`config.mk`:
```
export PLATFORM = sky130hd
export DESIGN_NAME = wm_panel
export DESIGN_NICKNAME = d
export VERILOG_FILES = /design/src/rtl/wm_pkg.sv /design/src/rtl/wm_debounce.sv /design/src/rtl/wm_panel.sv
export SDC_FILE = /design/constraint.sdc
export NUM_CORES = 1
export LEC_CHECK = 0
export CAP_MARGIN = 15
export CORE_ASPECT_RATIO = 1.75
export CORE_MARGIN = 8
export CORE_UTILIZATION = 49
export CTS_BUF_LIST = sky130_fd_sc_hd__clkbuf_8
export CTS_CLUSTER_DIAMETER = 100
export CTS_CLUSTER_SIZE = 16
export DETAILED_ROUTE_END_ITERATION = 10
export GPL_TIMING_DRIVEN = 0
export PLACE_DENSITY = 0.77
export SLEW_MARGIN = 15
export SYNTH_ARGS = -nofsm -noshare
export SYNTH_HDL_FRONTEND = slang
export SYNTH_SLANG_ARGS = --single-unit
```
`constraint.sdc`:
```
create_clock -name clk -period 1.48 [get_ports clk]
set_input_delay 0.296 -clock clk [delete_from_list [all_inputs] [get_ports clk]]
set_output_delay 0.296 -clock clk [all_outputs]
set_load 0.01 [all_outputs]
```
`src/rtl/wm_pkg.sv`:
```
// Shared constants for the washing-machine front panel and its controller:
// FSM state encoding, controller phase codes and button slot indices.
package wm_pkg;

  // Panel FSM state encoding
  localparam logic [2:0] ST_IDLE     = 3'd0;
  localparam logic [2:0] ST_ARM      = 3'd1;
  localparam logic [2:0] ST_RUN      = 3'd2;
  localparam logic [2:0] ST_STOPPING = 3'd3;
  localparam logic [2:0] ST_DONE     = 3'd4;

  // Controller phase codes (ws/rs/ss)
  localparam logic [1:0] PH_IDLE  = 2'b00;
  localparam logic [1:0] PH_RUN   = 2'b01;
  localparam logic [1:0] PH_DRAIN = 2'b10;
  localparam logic [1:0] PH_DONE  = 2'b11;

  // Button slots in the debouncer array
  localparam int NUM_BTN   = 2;
  localparam int BTN_START = 0;
  localparam int BTN_STOP  = 1;

  // Controller shows activity when any phase leaves PH_IDLE
  function automatic logic phase_active(input logic [1:0] ws, input logic [1:0] rs,
                                        input logic [1:0] ss);
    return (ws != PH_IDLE) || (rs != PH_IDLE) || (ss != PH_IDLE);
  endfunction

  // Saturating 8-bit increment for the completion counter
  function automatic logic [7:0] sat_inc8(input logic [7:0] v);
    return (v == 8'hFF) ? v : v + 8'd1;
  endfunction

endpackage

```
`src/rtl/wm_debounce.sv`:
```
// One button: 2-flop synchronizer, debounce filter, rising-edge detect.
// The debounced level flips only after DEBOUNCE consecutive synchronized
// samples disagree with it; any agreeing sample restarts the count.
module wm_debounce #(
  parameter int DEBOUNCE = 4
) (
  input  logic clk,
  input  logic rst,
  input  logic btn,
  output logic rise
);

  logic       s1, s2;
  logic       level, level_d;
  logic [3:0] cnt;

  // Two-stage synchronizer for the raw asynchronous button
  always_ff @(posedge clk or posedge rst) begin
    if (rst) begin
      s1 <= 1'b0;
      s2 <= 1'b0;
    end else begin
      s1 <= btn;
      s2 <= s1;
    end
  end

  // Count consecutive disagreeing samples; accept the new level on the last one
  always_ff @(posedge clk or posedge rst) begin
    if (rst) begin
      level <= 1'b0;
      cnt   <= '0;
    end else if (s2 != level) begin
      if (cnt == 4'(DEBOUNCE - 1)) begin
        level <= s2;
        cnt   <= '0;
      end else begin
        cnt <= cnt + 4'd1;
      end
    end else begin
      cnt <= '0;
    end
  end

  // Delayed level for edge detection
  always_ff @(posedge clk or posedge rst) begin
    if (rst) level_d <= 1'b0;
    else     level_d <= level;
  end

  assign rise = level & ~level_d;

endmodule

```
`src/rtl/wm_panel.sv`:
```
// Front-panel sequencer: debounces start/stop buttons, issues one-cycle
// start/stop commands to the controller and tracks program progress.
module wm_panel import wm_pkg::*; #(
  parameter int DEBOUNCE    = 4,
  parameter int ACK_TIMEOUT = 8
) (
  input  logic       clk,
  input  logic       rst,
  input  logic       btn_start,
  input  logic       btn_stop,
  input  logic [1:0] ws,
  input  logic [1:0] rs,
  input  logic [1:0] ss,
  input  logic [3:0] delay_counter,
  output logic       start,
  output logic       stop,
  output logic       busy,
  output logic       done_led,
  output logic       err,
  output logic [7:0] cycles_done
);

  logic [NUM_BTN-1:0] raw, rise;
  logic [2:0]         state;
  logic [3:0]         ack_cnt;
  logic               ev_start, ev_stop, active, complete;
  logic               unused_delay;

  assign raw = {btn_stop, btn_start};

  generate
    for (genvar i = 0; i < NUM_BTN; i++) begin : g_btn
      wm_debounce #(.DEBOUNCE(DEBOUNCE)) u_db (
        .clk  (clk),
        .rst  (rst),
        .btn  (raw[i]),
        .rise (rise[i])
      );
    end
  endgenerate

  // A simultaneous stop event always suppresses the start event
  assign ev_stop  = rise[BTN_STOP];
  assign ev_start = rise[BTN_START] & ~rise[BTN_STOP];
  assign active   = phase_active(ws, rs, ss);
  assign complete = (ss == PH_DONE);

  // Phase timer is informational only
  assign unused_delay = ^delay_counter;

  // Panel sequencer: state, command pulses, error flag, completion count
  always_ff @(posedge clk or posedge rst) begin
    if (rst) begin
      state       <= ST_IDLE;
      start       <= 1'b0;
      stop        <= 1'b0;
      err         <= 1'b0;
      cycles_done <= '0;
      ack_cnt     <= '0;
    end else begin
      start <= 1'b0;
      stop  <= 1'b0;
      case (state)
        ST_IDLE: begin
          if (ev_start) begin
            start   <= 1'b1;
            err     <= 1'b0;
            ack_cnt <= '0;
            state   <= ST_ARM;
          end
        end
        ST_ARM: begin
          if (ev_stop) begin
            stop  <= 1'b1;
            state <= ST_STOPPING;
          end else if (active) begin
            state <= ST_RUN;
          end else if (ack_cnt == 4'(ACK_TIMEOUT - 1)) begin
            err   <= 1'b1;
            state <= ST_IDLE;
          end else begin
            ack_cnt <= ack_cnt + 4'd1;
          end
        end
        ST_RUN: begin
          if (ev_stop) begin
            stop  <= 1'b1;
            state <= ST_STOPPING;
          end else if (complete) begin
            cycles_done <= sat_inc8(cycles_done);
            state       <= ST_DONE;
          end
        end
        ST_STOPPING: begin
          if (!active) state <= ST_IDLE;
        end
        ST_DONE: begin
          if (ev_stop) begin
            state <= ST_IDLE;
          end else if (ev_start) begin
            start   <= 1'b1;
            err     <= 1'b0;
            ack_cnt <= '0;
            state   <= ST_ARM;
          end
        end
        default: state <= ST_IDLE;
      endcase
    end
  end

  assign busy     = (state == ST_ARM) || (state == ST_RUN) || (state == ST_STOPPING);
  assign done_led = (state == ST_DONE);

endmodule
```
=== After elaboration in Yosys (flattened, before gate mapping) ===
Index checks and enable logic that the tools add are counted.

* $add $sub $neg: 4
* Eq/ne operators: 19
* Muxes and demuxes: 30
* Bitwise logic cells: 7
* Reduce and logical (&&, ||, !) cells: 16

{| class="wikitable"
|+ Operators with widths
! kind !! number
|-
| $mux W4 || 9
|-
| $mux W3 || 8
|-
| $pmux W3 S5 || 1
|-
| $add A4 B1 Y4 const B || 3
|-
| $ne A2 B2 Y1 const B || 6
|-
| $pmux W4 S3 || 1
|-
| $reduce_and A5 Y1 || 2
|-
| $mux W1 || 9
|-
| $add A8 B1 Y8 const B || 1
|-
| $eq A4 B2 Y1 const B || 2
|-
| $eq A8 B8 Y1 const B || 1
|-
| $eq A3 B2 Y1 const B || 2
|-
| $reduce_bool A2 Y1 || 3
|-
| $eq A4 B3 Y1 const B || 1
|-
| $logic_or A1 B1 Y1 || 4
|-
| $ne A4 B4 Y1 const B || 1
|-
| $not A1 Y1 || 4
|-
| $reduce_and A2 Y1 || 2
|-
| $reduce_and A4 Y1 || 1
|-
| $and A1 B1 Y1 || 3
|-
| $eq A3 B1 Y1 const B || 1
|-
| $eq A3 B3 Y1 const B || 1
|-
| $logic_not A3 Y1 || 1
|-
| $ne A3 B3 Y1 const B || 1
|-
| other kinds (7) || 8
|}

* Flip-flop bits (word level): 34
* Output and inout port bits: 13

=== Depth between registers and ports, before layout ===
Gate-level depths: netlist of run 1.

* Depth in word-level cells: 7
* Gate-level depth with buffers: 5
* Mapped depth without buffers: 5

=== Cells and area by module ===
Synthesis of run 1 repeated with hierarchy kept, for this count alone.

* Cell total of the unflattened synthesis: 146
* Area total of the unflattened synthesis: 1706.6 um^2

{| class="wikitable"
|+ By module, submodules not included
! module !! instances !! cells an instance !! area an instance (um^2) !! seq. area each (um^2)
|-
| wm_panel || 1 || 100 || 1063.5 || 450.4
|-
| wm_debounce || 2 || 23 || 321.6 || 200.2
|}

=== Least setup slack after synthesis of run 1 ===
OpenSTA, ideal clock, no wires.

* Path kind: register -> register
* Start: reg cycles_done[0]
* End: reg cycles_done[1]
* Arrival time: 1.418 ns
* Path slack: -0.065 ns
* Cell stages (with the launch flop): 5
* Buffers on the path: 0
* Period minus slack after synthesis: 1.545 ns
* Cell sequence: dfrtp_1 > ha_1 > nand3_1 > o2111ai_4 > mux2_1

* Longest elaborated chain between the ends: 3
* Elaborated cells between the ends (all ways): 4
* Classes of those cells: 1 x add/sub; 1 x eq/ne; 1 x bitwise; 1 x reduce/logical

{| class="wikitable"
|+ RTL lines
! item !! line !! text
|-
| start: declaration || wm_panel.sv:20 || <nowiki>output logic [7:0] cycles_done</nowiki>
|-
| start signal: assignment || wm_panel.sv:90 || <nowiki>cycles_done <= sat_inc8(cycles_done);</nowiki>
|-
| parallel branches: the longest is 3 deep, another holds $add A8 B1 Y8 || n/a ||
|}

Several ways; the timed one is not identified.
A chain may end at the register's enable or synchronous reset.

=== Worst setup path in the final report of run 1 ===
Ends and elaborated chain as after synthesis.

==> flow_metrics.env, run 1 <==
export IMPL_fin_area_um2=2170
export IMPL_final_cell_mix="30 x dfrtp_1, 13 x buf_4, 11 x dlygate4sd2_1"
export IMPL_via_per_inst=5.53
export IMPL_maxCapViolCount=0
export IMPL_synth_seq_area_share=0.520
export IMPL_insertion_delay_ps=290
export IMPL_grt_max_degree=35
export IMPL_grtUsageMet1=0.123
export IMPL_final_nets=208
export IMPL_async_flop_share=1.00
export IMPL_path_class="reg2reg"
export IMPL_p_per_area_nw_per_um2=1610
export IMPL_syn_nets=165
export IMPL_drt_iter0_markers=65
export IMPL_die_w_um=59.7
export IMPL_vdd_drop_max_v=0.000979
export IMPL_period_share=1.01
export IMPL_power_leakage_nw=1.01
export IMPL_final_common_cell="dfrtp_1"
export IMPL_hold_viol_final=0
export IMPL_start_util=0.497
export IMPL_wire_per_inst_um=15.2
export IMPL_hold_end="g_btn[0].u_db.s2$_DFF_PP0_"
export IMPL_ys_warn_count=0
export IMPL_final_layout_size_suffix_gt1_frac=0.283
export IMPL_grt_overflow=0
export IMPL_grt_pass1_vias=1407
export IMPL_crit_path_max_fanout=8
export IMPL_drcViolationCount=0
export IMPL_grt_busiest_layer="met2"
export IMPL_row_count=28
export IMPL_r2r_end="cycles_done[1]$_DFFE_PP0P_"
export IMPL_holdWs_ps=360
export IMPL_worstSetupEndpointType="flop"
export IMPL_core_area_um2=3290
export IMPL_place_area_um2=1920
export IMPL_antenna_found_initial=0
export IMPL_die_height_um=92.5
export IMPL_ys_flop_type="dfrtp_1"
export IMPL_regArea_um2=856
export IMPL_wl_mm=3.60
export IMPL_die_area_um2=5520
export IMPL_fin_ws_ps=-19.9
export IMPL_use_met3=0.0361
export IMPL_fin_crit_ps=1500
export IMPL_fin_skew_ps=10.6
export IMPL_required_ps=1660
export IMPL_ctsHoldBuffers=0
export IMPL_finalSetupViolCount=1
export IMPL_synth_seq_cells=34
export IMPL_worstHoldStart="g_btn[0].u_db.s1$_DFF_PP0_"
export IMPL_synth_edf_count=0
export IMPL_synth_distinct_cells=41
export IMPL_met2_usage=0.264
export IMPL_portBuffers=22
export IMPL_cts_tree="done"
export IMPL_violations="negative setup slack"
export IMPL_arrival_ps=1680
export IMPL_route_vias_total=1304
export IMPL_dr_pass1_iters=4
export IMPL_reg2reg_depth=4
export IMPL_netlist_top_cells_area="dfrtp_1 52%, xor2_1 4.3%, nand3_1 3.4%, ha_1 3.1%, nor2_1 2.8%"
export IMPL_cts_root_buf="clkbuf_8"
export IMPL_cts_path_max_buffers=2
export IMPL_synthToLayoutAreaGrowth_pct=32.6
export IMPL_clk_pin_slew_ps=70
export IMPL_r2r_start="cycles_done[0]$_DFFE_PP0P_"
export IMPL_syn_area_um2=1640
export IMPL_place_congestion=0.792
export IMPL_post_synth_cell_area_avg_um2=11.1
export IMPL_worstMarginPinSlew_ps=684
export IMPL_ant_nets=0
export IMPL_grt_use_total=0.137
export IMPL_cts_buffers=5
export IMPL_clock_sinks=34
export IMPL_grt_pass1_wl_mm=5.86
export IMPL_hp_class="reg2reg"
export IMPL_finalMaxSlewViolations=0
export IMPL_rsz0062_at_grt="yes"
export IMPL_htree_levels=2
export IMPL_ios=27
export IMPL_start_kind="flop"
export IMPL_synth_cells=147
export IMPL_slew_limit_headroom=0.543
export IMPL_yosysTopAreaCellShare=0.520
export IMPL_ff2ff_setup_slack_ps=-20
export IMPL_multi_input_area_um2=793
export IMPL_fill_cells=285
export IMPL_hold_path_depth=0
export IMPL_hpwl_mm=2.52
export IMPL_status="complete, but fails checks"
export IMPL_antenna_cells=0
export IMPL_yosys_area_top_type="dfrtp_1"
export IMPL_fmax_mhz=667
## critical path, cell delays in order (launching register included)
cell and delay [ps]:
dfrtp_1 420, ha_4 190, nand3_4 80, o2111ai_4 360, mux2_4 330
## layer usage
metal / routed length [um] / vias to the layer above / part of all wire
met5: 0 / - / 0
met4: 80 / 0 / 0.022
met3: 162 / 9 / 0.045
met2: 2070 / 37 / 0.58
met1: 1280 / 657 / 0.36
li1: - / 601 / -
## through the flow
step                TNS (ps)  cells   util  total power, W  setup slack [ps]
finish                 -19.9    236  0.659         0.00350             -19.9
global route            -409    236  0.659         0.00373             -85.6
CTS                    -22.6    230  0.634         0.00335             -22.6
detailed placement     -4200    214  0.584         0.00263              -456
global placement      -11930    214  0.584         0.00255              -403
floorplan              -47.5    147      -         0.00217             -47.5
## state kept, by name, summed over array words and instances (netlist names)
signal	cells
cycles_done	8
g_btn.u_db.cnt	8
ack_cnt	4
state	3
g_btn.u_db.level	2
g_btn.u_db.level_d	2
g_btn.u_db.s1	2
g_btn.u_db.s2	2
err	1
start	1
stop	1
## cell type report
| type | instances | area share |
|---|---|---|
| inverters | 7 | 0.0121 |
| clock inverters | 2 | 0.00576 |
| flip-flops and latches | 34 | 0.394 |
| clock buffers | 6 | 0.0380 |
| repair buffers | 36 | 0.143 |
| well taps | 45 | 0.0259 |
| multi-input cells | 103 | 0.365 |
| plain buffers | 3 | 0.0156 |
## where the power goes
group          internal [W]  switching, W  total [W]  leakage, nW
Sequential          0.00118      0.000239    0.00142        0.434
Clock              0.000373      0.000329   0.000703       0.0472
Combinational      0.000687      0.000687    0.00137        0.532
Total               0.00224       0.00126    0.00350         1.01
## how the worst max path moves through the flow
stage / startpoint / to / slack (ps) / cells past startpoint
after floorplan: cycles_done[0]$_DFFE_PP0P_ / cycles_done[1]$_DFFE_PP0P_ / -50 / 4
after CTS: cycles_done[1]$_DFFE_PP0P_ / cycles_done[1]$_DFFE_PP0P_ / -20 / 4
after global placement: ws[1] / ack_cnt[2]$_DFFE_PP0P_ / -400 / 6
after global routing: cycles_done[0]$_DFFE_PP0P_ / cycles_done[1]$_DFFE_PP0P_ / -90 / 4
after detailed placement: ws[1] / ack_cnt[3]$_DFFE_PP0P_ / -460 / 6
final: cycles_done[0]$_DFFE_PP0P_ / cycles_done[1]$_DFFE_PP0P_ / -20 / 4
## Yosys cell counts, types with 2 or more instances
cell type,instances
nand2_1,6
inv_1,7
nand4_1,3
ha_1,4
xnor2_1,3
nor3_2,3
nand3b_1,5
dfrtp_1,34
and2_1,2
nand2b_1,4
o21ai_1,3
nor3b_1,2
xor2_1,8
nor2_1,12
nand3_1,11
mux2_2,2
nor2b_1,5
nor3_1,4
a21oi_1,5
o21ai_0,3
## timing repair
item                                    CTS  global route
cloned                                    0             1
pin swaps                                 4             7
buffers inserted                          8             5
gates resized for setup                  26            13
endpoints found under the setup margin   24            16
## cell families after synthesis
kind of cell / synth area share
compound gates: 0.0902
xor+xnor: 0.0589
fa+ha+maj: 0.0306
buf+inv: 0.0306
flops: 0.520
mux: 0.0206
simple gates: 0.249
Power figures use the tool's default switching activity.
==> run 2, diff against run 1 <==
--- a/config.mk
+++ b/config.mk
@@ -14,7 +14,7 @@
 export CTS_CLUSTER_SIZE = 16
 export DETAILED_ROUTE_END_ITERATION = 10
 export GPL_TIMING_DRIVEN = 0
-export PLACE_DENSITY = 0.77
+export PLACE_DENSITY = 0.78
 export SLEW_MARGIN = 15
 export SYNTH_ARGS = -nofsm -noshare
 export SYNTH_HDL_FRONTEND = slang
==> run 2 against run 1 <==
The flow still finishes with violations (negative setup slack). Clock power grew 22%. Global-route usage shrank 0.46 points. Setup slack lost 17 ps. Register-to-register slack lost 20 ps. Design area shrank 0.81%. Final cell count shrank 2.5%. Maximum frequency shrank 1.1%. Critical path type unchanged.
==> flow_metrics.env, run 2 (same netlist as run 1, synthesis figures left out) <==
export IMPL_fin_ws_ps=-36.7
export IMPL_fin_skew_ps=7.37
export IMPL_grt_use_total=0.132
export IMPL_core_area_um2=3290
export IMPL_period_share=1.02
export IMPL_worstMarginPinSlew_ps=707
export IMPL_maxCapViolCount=0
export IMPL_cts_tree="done"
export IMPL_clock_sinks=34
export IMPL_insertion_delay_ps=290
export IMPL_final_core_util=0.654
export IMPL_fin_cells=230
export IMPL_final_common_cell="dfrtp_1"
export IMPL_required_ps=1690
export IMPL_hpwl_mm=2.45
export IMPL_fill_cells=265
export IMPL_grt_overflow=0
export IMPL_synthToLayoutAreaGrowth_pct=31.6
export IMPL_violations="negative setup slack"
export IMPL_ant_nets=0
export IMPL_fin_crit_ps=1520
export IMPL_slew_limit_headroom=0.528
export IMPL_route_vias_total=1256
export IMPL_hold_viol_final=0
export IMPL_grt_max_degree=35
export IMPL_wire_per_inst_um=15.6
export IMPL_vdd_drop_max_v=0.00129
export IMPL_ctsHoldBuffers=0
export IMPL_rsz0062_at_grt="yes"
export IMPL_start_kind="flop"
export IMPL_cts_root_buf="clkbuf_8"
export IMPL_crit_path_max_fanout=9
export IMPL_final_layout_size_suffix_gt1_frac=0.254
export IMPL_ios=27
export IMPL_fmax_mhz=659
export IMPL_arrival_ps=1730
export IMPL_worstSetupEndpointType="flop"
export IMPL_status="complete, but fails checks"
export IMPL_via_per_inst=5.46
export IMPL_die_height_um=92.5
export IMPL_drt_iter0_markers=24
export IMPL_dr_pass1_iters=4
export IMPL_holdWs_ps=350
export IMPL_hold_path_depth=0
export IMPL_antenna_cells=0
export IMPL_reg2reg_depth=6
export IMPL_dpl_cell_count=214
export IMPL_portBuffers=22
export IMPL_hp_class="reg2reg"
export IMPL_wl_mm=3.59
export IMPL_die_w_um=59.7
export IMPL_finalMaxSlewViolations=0
export IMPL_row_count=28
export IMPL_finalSetupViolCount=1
export IMPL_grt_pass1_vias=1298
export IMPL_final_nets=202
export IMPL_clk_pin_slew_ps=80
export IMPL_p_per_area_nw_per_um2=1670
export IMPL_reg_largest_list="cycles_done (8), g_btn.u_db.cnt (8), ack_cnt (4)"
export IMPL_htree_levels=2
export IMPL_path_class="reg2reg"
export IMPL_start_util=0.497
export IMPL_power_leakage_nw=0.999
export IMPL_tns_ps=-36.7
export IMPL_cts_buffers=5
export IMPL_drcViolationCount=0
export IMPL_place_congestion=0.841
export IMPL_grt_pass1_wl_mm=5.60
export IMPL_cts_path_max_buffers=2
export IMPL_die_area_um2=5520
export IMPL_final_cell_mix="29 x dfrtp_1, 12 x dlygate4sd2_1, 10 x nand3_1, 10 x nor2_1"
export IMPL_antenna_found_initial=0
-- run 2: cell count changes in the layout (fill, tap and decap cells not counted), sizes merged --
cell	change
clkbuf	-2
bufinv	+1
clkinvlp	+1
dlygate4sd2	+1
dlymetal6s2s	-1
clkinv	-1
buf	-5
-- run 2: where the power goes --
| group | switching [W] | internal (W) |
|---|---|---|
| clock network | 0.000356 | 0.000501 |
| logic | 0.000663 | 0.000649 |
| registers | 0.000240 | 0.00118 |
| total | 0.00126 | 0.00233 |
-- run 2: critical path, stage by stage (launching register included) --
cell	delay [ps]
dfrtp_1	390
buf_6	140
and3b_2	260
o2111ai_4	110
buf_12	170
nor3_2	200
xor2_1	170
-- run 2: path summary, 6_finish.rpt --
check,start,end,slack [ps]
worst min-delay path,g_btn[1].u_db.s1$_DFF_PP0_,g_btn[1].u_db.s2$_DFF_PP0_,350
worst min register to register,g_btn[1].u_db.s1$_DFF_PP0_,g_btn[1].u_db.s2$_DFF_PP0_,350
worst max register to register,state[2]$_DFFE_PP0P_,cycles_done[7]$_DFFE_PP0P_,-40
worst max-delay path,state[2]$_DFFE_PP0P_,cycles_done[7]$_DFFE_PP0P_,-40
min in group asynchronous,rst,cycles_done[4]$_DFFE_PP0P_,440
max in group asynchronous,rst,state[0]$_DFFE_PP0P_,540
-- run 2: routing by layer --
metal | routed length, um | GRT usage | vias to the layer above
li1 | - | - | 587
met4 | 92 | 0.0661 | 0
met1 | 1330 | 0.126 | 619
met5 | 0 | 0 | -
met2 | 2010 | 0.242 | 41
met3 | 157 | 0.0375 | 9
-- run 2: final cells by class --
cell class / count / area [um^2] / area share
sequential: 34 / 857 / 0.398
clock inverter: 3 / 45.0 / 0.0209
buffer: 3 / 30.0 / 0.0139
timing repair buffer: 30 / 270 / 0.126
inverter: 7 / 26.3 / 0.0122
clock buffer: 5 / 68.8 / 0.0320
multi-input combinational: 103 / 800 / 0.371
tap: 45 / 56.3 / 0.0261
-- run 2: repair_timing --
item	4_1_cts	5_1_grt
pin swaps	2	3
hold endpoints to repair	0	0
gates resized for setup	28	10
endpoints found under the setup margin	24	13
buffers inserted	4	4
-- run 2: metrics by stage --
step | power, W | area, um^2 | setup WS (ps)
floorplan | 0.00217 | 1650 | -47.5
global placement | 0.00255 | 1920 | -399
detailed placement | 0.00263 | 1920 | -419
CTS | 0.00352 | 2090 | -12.5
global route | 0.00379 | 2150 | -63.6
finish | 0.00359 | 2150 | -36.7
